`config.mk`:
```
export PLATFORM = sky130hd
export DESIGN_NAME = lcd_page_buffer_flat
export DESIGN_NICKNAME = d
export VERILOG_FILES = /design/src/rtl/lcd_pkg.sv /design/src/rtl/lcd_page_buffer_if.sv /design/src/rtl/lcd_transpose_ram.sv /design/src/rtl/lcd_page_buffer.sv /design/src/flat_wrapper.sv
export SDC_FILE = /design/constraint.sdc
export NUM_CORES = 1
export LEC_CHECK = 0
export ABC_AREA = 1
export BUFFER_PORTS_ARGS = -buffer_cell sky130_fd_sc_hd__buf_2
export CAP_MARGIN = 20
export CORE_ASPECT_RATIO = 1.1
export CORE_MARGIN = 1.5
export CORE_UTILIZATION = 25
export DETAILED_ROUTE_END_ITERATION = 10
export HOLD_SLACK_MARGIN = 0.1
export MAX_ROUTING_LAYER = met4
export SYNTH_ARGS = -nofsm -noshare
export SYNTH_HDL_FRONTEND = slang
export SYNTH_SLANG_ARGS = --single-unit
```
`constraint.sdc`:
```
create_clock -name clk -period 4.3 [get_ports clk]
set_input_delay 0.43 -clock clk [delete_from_list [all_inputs] [get_ports clk]]
set_output_delay 0.43 -clock clk [all_outputs]
set_load 0.03 [all_outputs]
```
`src/rtl/lcd_pkg.sv`:
```
// Shared types and constants for the LCD page buffer: FSM encoding,
// page geometry and image-ROM address field layout.
package lcd_pkg;

    typedef enum logic [1:0] {
        ST_IDLE,
        ST_FETCH,
        ST_ACK,
        ST_STREAM
    } lcd_state_e;

    localparam int LCD_PAGE_BYTES = 64;
    localparam int LCD_PAGES      = 8;

    localparam int IMG_W  = 4;
    localparam int PAGE_W = 3;
    localparam int ROW_W  = 3;
    localparam int COLB_W = 3;
    localparam int IDX_W  = ROW_W + COLB_W;
    localparam int ADDR_W = IMG_W + PAGE_W;
    localparam int ROM_NAT_W = IMG_W + PAGE_W + IDX_W;

    // Fetch index is row-major: idx = {row, byte}.
    function automatic logic [ROM_NAT_W-1:0] rom_addr_f(
        input logic [IMG_W-1:0]  img,
        input logic [PAGE_W-1:0] page,
        input logic [IDX_W-1:0]  idx
    );
        return {img, page, idx};
    endfunction

endpackage

```
`src/rtl/lcd_page_buffer_if.sv`:
```
// Page handshake between the LCD controller (master) and the
// page buffer (slave).
interface lcd_page_buffer_if;
    import lcd_pkg::*;

    logic              data_request;
    logic [ADDR_W-1:0] addr;
    logic              data_ack;
    logic [7:0]        data;
    logic              busy;

    modport master (
        output data_request,
        output addr,
        input  data_ack,
        input  data,
        input  busy
    );

    modport slave (
        input  data_request,
        input  addr,
        output data_ack,
        output data,
        output busy
    );

endinterface

```
`src/rtl/lcd_transpose_ram.sv`:
```
// 64x8 column store: bit-scatter write of one ROM row byte,
// asynchronous read of one LCD column byte.
module lcd_transpose_ram
    import lcd_pkg::*;
(
    input  logic              clk,
    input  logic              we,
    input  logic [COLB_W-1:0] wr_b,
    input  logic [ROW_W-1:0]  wr_r,
    input  logic [7:0]        wr_data,
    input  logic [IDX_W-1:0]  rd_y,
    output logic [7:0]        rd_data
);

    logic [LCD_PAGE_BYTES-1:0][7:0] mem_q;
    logic [LCD_PAGE_BYTES-1:0][7:0] mem_d;

    // ROM bit 7 is the leftmost pixel, so bit j lands in column 8b+7-j.
    always_comb begin
        mem_d = mem_q;
        if (we) begin
            for (int j = 0; j < 8; j++) begin
                mem_d[{wr_b, 3'(7 - j)}][wr_r] = wr_data[j];
            end
        end
    end

    always_ff @(posedge clk) begin
        mem_q <= mem_d;
    end

    assign rd_data = mem_q[rd_y];

endmodule

```
`src/rtl/lcd_page_buffer.sv`:
```
// Fetches one 8x64 bitmap strip from the image ROM per page request,
// transposes it and streams 64 column bytes at the controller's pace.
module lcd_page_buffer
    import lcd_pkg::*;
#(
    parameter int ROM_AW      = 13,
    parameter int BYTE_PERIOD = 2
) (
    input  logic              clk,
    input  logic              rst,
    lcd_page_buffer_if.slave  lcd,
    output logic [ROM_AW-1:0] rom_addr,
    input  logic [7:0]        rom_data
);

    localparam int PH_W = (BYTE_PERIOD > 1) ? $clog2(BYTE_PERIOD) : 1;
    localparam logic [PH_W-1:0]  PH_LAST  = PH_W'(BYTE_PERIOD - 1);
    localparam logic [IDX_W-1:0] IDX_LAST = IDX_W'(LCD_PAGE_BYTES - 1);

    lcd_state_e        state_q, state_d;
    logic [IMG_W-1:0]  img_q, img_d;
    logic [PAGE_W-1:0] page_q, page_d;
    logic [IDX_W-1:0]  i_q, i_d;
    logic              issued_q, issued_d;
    logic              wr_vld_q, wr_vld_d;
    logic [IDX_W-1:0]  wr_idx_q, wr_idx_d;
    logic [IDX_W-1:0]  y_q, y_d;
    logic [PH_W-1:0]   ph_q, ph_d;
    logic [7:0]        rd_data;

    always_comb begin
        state_d  = state_q;
        img_d    = img_q;
        page_d   = page_q;
        i_d      = i_q;
        issued_d = issued_q;
        wr_vld_d = 1'b0;
        wr_idx_d = i_q;
        y_d      = y_q;
        ph_d     = ph_q;
        unique case (state_q)
            ST_IDLE: begin
                if (lcd.data_request) begin
                    img_d    = lcd.addr[ADDR_W-1:PAGE_W];
                    page_d   = lcd.addr[PAGE_W-1:0];
                    i_d      = '0;
                    issued_d = 1'b0;
                    state_d  = ST_FETCH;
                end
            end
            ST_FETCH: begin
                // Issue 64 reads, then wait for the last write to land.
                if (!issued_q) begin
                    wr_vld_d = 1'b1;
                    i_d      = i_q + 1'b1;
                    if (i_q == IDX_LAST) begin
                        issued_d = 1'b1;
                    end
                end
                if (wr_vld_q && wr_idx_q == IDX_LAST) begin
                    state_d = ST_ACK;
                end
            end
            ST_ACK: begin
                if (!lcd.data_request) begin
                    state_d = ST_STREAM;
                    y_d     = '0;
                    ph_d    = '0;
                end
            end
            ST_STREAM: begin
                if (ph_q == PH_LAST) begin
                    ph_d = '0;
                    if (y_q == IDX_LAST) begin
                        state_d = ST_IDLE;
                    end else begin
                        y_d = y_q + 1'b1;
                    end
                end else begin
                    ph_d = ph_q + 1'b1;
                end
            end
            default: begin
                state_d = ST_IDLE;
            end
        endcase
    end

    always_ff @(posedge clk) begin
        if (rst) begin
            state_q  <= ST_IDLE;
            img_q    <= '0;
            page_q   <= '0;
            i_q      <= '0;
            issued_q <= 1'b0;
            wr_vld_q <= 1'b0;
            wr_idx_q <= '0;
            y_q      <= '0;
            ph_q     <= '0;
        end else begin
            state_q  <= state_d;
            img_q    <= img_d;
            page_q   <= page_d;
            i_q      <= i_d;
            issued_q <= issued_d;
            wr_vld_q <= wr_vld_d;
            wr_idx_q <= wr_idx_d;
            y_q      <= y_d;
            ph_q     <= ph_d;
        end
    end

    lcd_transpose_ram u_ram (
        .clk     (clk),
        .we      (wr_vld_q),
        .wr_b    (wr_idx_q[COLB_W-1:0]),
        .wr_r    (wr_idx_q[IDX_W-1:COLB_W]),
        .wr_data (rom_data),
        .rd_y    (y_q),
        .rd_data (rd_data)
    );

    assign rom_addr = (state_q == ST_FETCH && !issued_q)
                    ? ROM_AW'(rom_addr_f(img_q, page_q, i_q))
                    : '0;

    assign lcd.data_ack = (state_q == ST_ACK);
    assign lcd.busy     = (state_q != ST_IDLE);
    assign lcd.data     = (state_q == ST_STREAM) ? rd_data : 8'h00;

endmodule

```
`src/flat_wrapper.sv`:
```
// flat-port wrapper written by rule: the top's interface ports become plain ports
module lcd_page_buffer_flat import lcd_pkg::*;
#(
    parameter int ROM_AW      = 13,
    parameter int BYTE_PERIOD = 2
)
  (clk, rst, rom_addr, rom_data, lcd_data_request, lcd_addr, lcd_data_ack, lcd_data, lcd_busy);
  lcd_page_buffer_if lcd_i ();
  input  logic clk;
  input  logic rst;
  output logic [ROM_AW-1:0] rom_addr;
  input  logic [7:0] rom_data;
  input wire logic [$bits(lcd_i.data_request)-1:0] lcd_data_request;
  input wire logic [$bits(lcd_i.addr)-1:0] lcd_addr;
  output wire logic [$bits(lcd_i.data_ack)-1:0] lcd_data_ack;
  output wire logic [$bits(lcd_i.data)-1:0] lcd_data;
  output wire logic [$bits(lcd_i.busy)-1:0] lcd_busy;
  assign lcd_i.data_request = lcd_data_request;
  assign lcd_i.addr = lcd_addr;
  assign lcd_data_ack = lcd_i.data_ack;
  assign lcd_data = lcd_i.data;
  assign lcd_busy = lcd_i.busy;
  lcd_page_buffer #(.ROM_AW(ROM_AW), .BYTE_PERIOD(BYTE_PERIOD)) u_core (.clk(clk), .rst(rst), .lcd(lcd_i), .rom_addr(rom_addr), .rom_data(rom_data));
endmodule
```
==> results.toml <==
[run_status]
status = "complete, no violations"

[sta]
finalCriticalPeriod_ns = 3.85
slew_headroom_pct = 20.3
worstMarginPinSlew_ns = 1.19
final-hold-violation-count = 0
period_share_pct = 89.5
drv_slew = 0
hold_ws_ns = 0.139
tns_ns = 0
rsz0062_at_grt = "no"
setup_viol = 0
fmax_ghz = 0.260
skew_ns = 0.0295

[drt]
drt_iter0_drc = 1466
avgViaCountPerCell = 4.50
drc = 0
num_vias = 16200
wl_mm = 61.2
wire_per_inst_um = 17.0
ant_nets = 0
dr.pass1.iters = 7

[finish]
final_util_pct = 29.1
register_area_um2 = 16000
multi_input_area_um2 = 6000
fin_nets = 2327
diodes = 0
fillers = 9566
synthToLayoutAreaGrowth_pct = 15.2
post_route_cells_drive_above_1_share_pct = 8.99

[synthesis]
netlist_area_um2 = 23400
synth_seq_area_share_pct = 68.4
synthCells = 2237
ys_types = 26
synth_area_per_cell_um2 = 10.4
syn_nets = 2262
ys_warn_count = 0
ys_ff_latch = 542

[global_route]
first_global_vias = 15600
grt_start_max_net_pins = 103
grt_usage_pct = 13.2
antenna_found_initial = 2
grt_pass1_wl_mm = 93.4
overflow = 0

[cts]
cts_buffer_depth = 3
cts_hold_buf = 7
htreeDepth = 2
path_clk_slew_ns = 0.06
cts_setup_buffers = 0
cts_buffers = 53
clock-root-buffer = "clkbuf_16"
cts_tree = "yes"
cts.sinks = 542
cts_resized = 0
clk_latency_ns = 0.62

[flow_run]
maxCapViolCount = 0

[pwr]
finalPower_mw = 13.0
p_int_mw = 9.03
netSwitchingFraction_pct = 30.8
p_switching_mw = 4.01
pwr-share-clk_pct = 34.0
power_frac_comb_pct = 20.7
leakagePower_nw = 9.81
p_per_area_nw_per_um2 = 484
p_seq_share_pct = 45.3
peakVddDrop_mv = 0.366

[setup_path]
slowest_delay_ns = 0.75
critPathMostFrequentCell = "nand2_1"
reg2reg_from = "u_core.wr_idx_q[4]"
rrSetupSlack_ns = 1.36
cp-endpoint = "lcd_data[1]"
cp-startpoint = "u_core.y_q[0]"
required_ns = 3.87
crit_type = "reg2out"
critPathCaptureType = "output port"
worstPathMaxFanout = 102
worstReg2RegEnd = "u_core.u_ram.mem_q[42]"
start_kind = "flip-flop"
path_cells = "buf_12, nand2_1, nand2_1, nand2_1, a21oi_1, nor2_1, nand2_1, nand3_1, a21oi_1, buf_2"
crit_slowest_cell = "dfxtp_4"
ff2ff_path_depth = 4
cp.arrival_ns = 3.42

[floorplan]
rows = 117
dieArea_um2 = 95300
die_height_um = 324
coreArea_um2 = 92500
die_x_um = 294
start_util_pct = 25.2
io_pins = 41

[placement]
numPortBuffers = 40
place.gp.congestion = 0.788
dp_hpwl_mm = 33.0

[min_path]
min_path_type = "in2reg"
registers in the layout (all words and copies together) (netlist names), 2 cells and up:
signal / count
u_core.img_q: 4
u_core.state_q: 2
u_core.u_ram.mem_q: 512
u_core.wr_idx_q: 6
u_core.y_q: 6
u_core.i_q: 6
u_core.page_q: 3
how the worst min path moves through the flow:
| stage | startpoint | end | slack (ns) | cells after the start |
|---|---|---|---|---|
| 2_1_floorplan | u_core.img_q[0] | u_core.img_q[0] | 0.43 | 2 |
| 3_3_place_gp | u_core.img_q[1] | u_core.img_q[1] | 0.44 | 2 |
| 3_5_place_dp | u_core.img_q[0] | u_core.img_q[0] | 0.45 | 2 |
| 4_1_cts | rst | u_core.wr_idx_q[0] | 0.12 | 2 |
| 5_1_grt | rst | u_core.wr_idx_q[0] | 0.16 | 2 |
| 6_report | rst | u_core.wr_idx_q[0] | 0.14 | 2 |
metal layers:
layer | vias to the layer above | GRT usage, % | routed length [um]
met3 | 114 | 2.21 | 4340
met1 | 7824 | 16.9 | 26700
met5 | - | - | 0
li1 | 7701 | - | -
met2 | 540 | 21.2 | 28300
met4 | 0 | 4.65 | 1810
through the flow:
step	instance area, um^2	std cells	setup slack, ns
3_5_place_dp	25200	3484	1.11
2_1_floorplan	23400	2237	2.18
3_3_place_gp	25200	3484	1.05
5_1_grt	26900	3595	0.205
4_1_cts	26900	3590	0.426
6_report	26900	3595	0.453
power groups by stage:
| stage | sequential (mW) | combinational (mW) | clock (mW) |
|---|---|---|---|
| final | 5.91 | 2.69 | 4.43 |
| after global routing | 5.91 | 3.02 | 4.72 |
| after CTS | 5.91 | 2.72 | 4.52 |
| after detailed placement | 6.02 | 2.70 | 0 |
| after global placement | 6.02 | 2.66 | 0 |
| after floorplan | 5.95 | 2.03 | 0 |
cell families after synthesis:
family          Yosys count  synth area share [%]
compound gates          144                  3.14
flops                   542                  68.4
xor+xnor                  1                0.0375
simple gates           1241                  22.1
buf+inv                 302                  5.95
fa+ha+maj                 7                 0.375
placed cells by master, fill, tap and decap left out, types with 4 or more instances in the layout:
cell type / instances
nand3_1: 275
dfxtp_1: 27
buf_12: 7
ha_1: 7
nand2_1: 609
inv_1: 154
buf_4: 83
o21ai_0: 79
clkinv_1: 27
buf_2: 41
edfxtp_1: 512
clkbuf_1: 17
dlygate4sd3_1: 7
clkinv_2: 4
nor3_1: 123
a21oi_1: 58
clkbuf_16: 53
nor2_1: 230
layout make-up:
type | count | area share [%]
flip-flops and latches | 542 | 59.4
inverters | 170 | 2.40
clock inverters | 26 | 0.772
clock buffers | 73 | 5.32
multi-input cells | 1393 | 22.3
repair buffers | 142 | 4.04
well taps | 1249 | 5.81
critical path, delay by kind of cell (launching register included):
kind                   cells  cell delay, ns
AO/OA/AOI/OAI              2            0.66
buffers and inverters      2            0.79
flip-flops                 1            0.75
AND/OR/NAND/NOR            6            0.52
synthesized netlist by cell type, drive strengths merged:
master | instances | area (um^2)
a21boi | 1 | 7.51
xor2 | 1 | 8.76
nand3 | 275 | 1380
or2 | 2 | 12.5
buf | 84 | 568
a21oi | 58 | 290
inv | 159 | 599
dfxtp | 30 | 601
nand2 | 609 | 2290
clkinv | 11 | 41.3
nor3 | 123 | 616
nor2 | 230 | 863
a32o | 1 | 10.0
a211oi | 1 | 7.51
ha | 7 | 87.6
clkbuf | 48 | 180
a31oi | 2 | 12.5
edfxtp | 512 | 15400
nand4 | 2 | 12.5
o21ai | 81 | 405
Note: power is estimated with default switching activity, not from simulation.
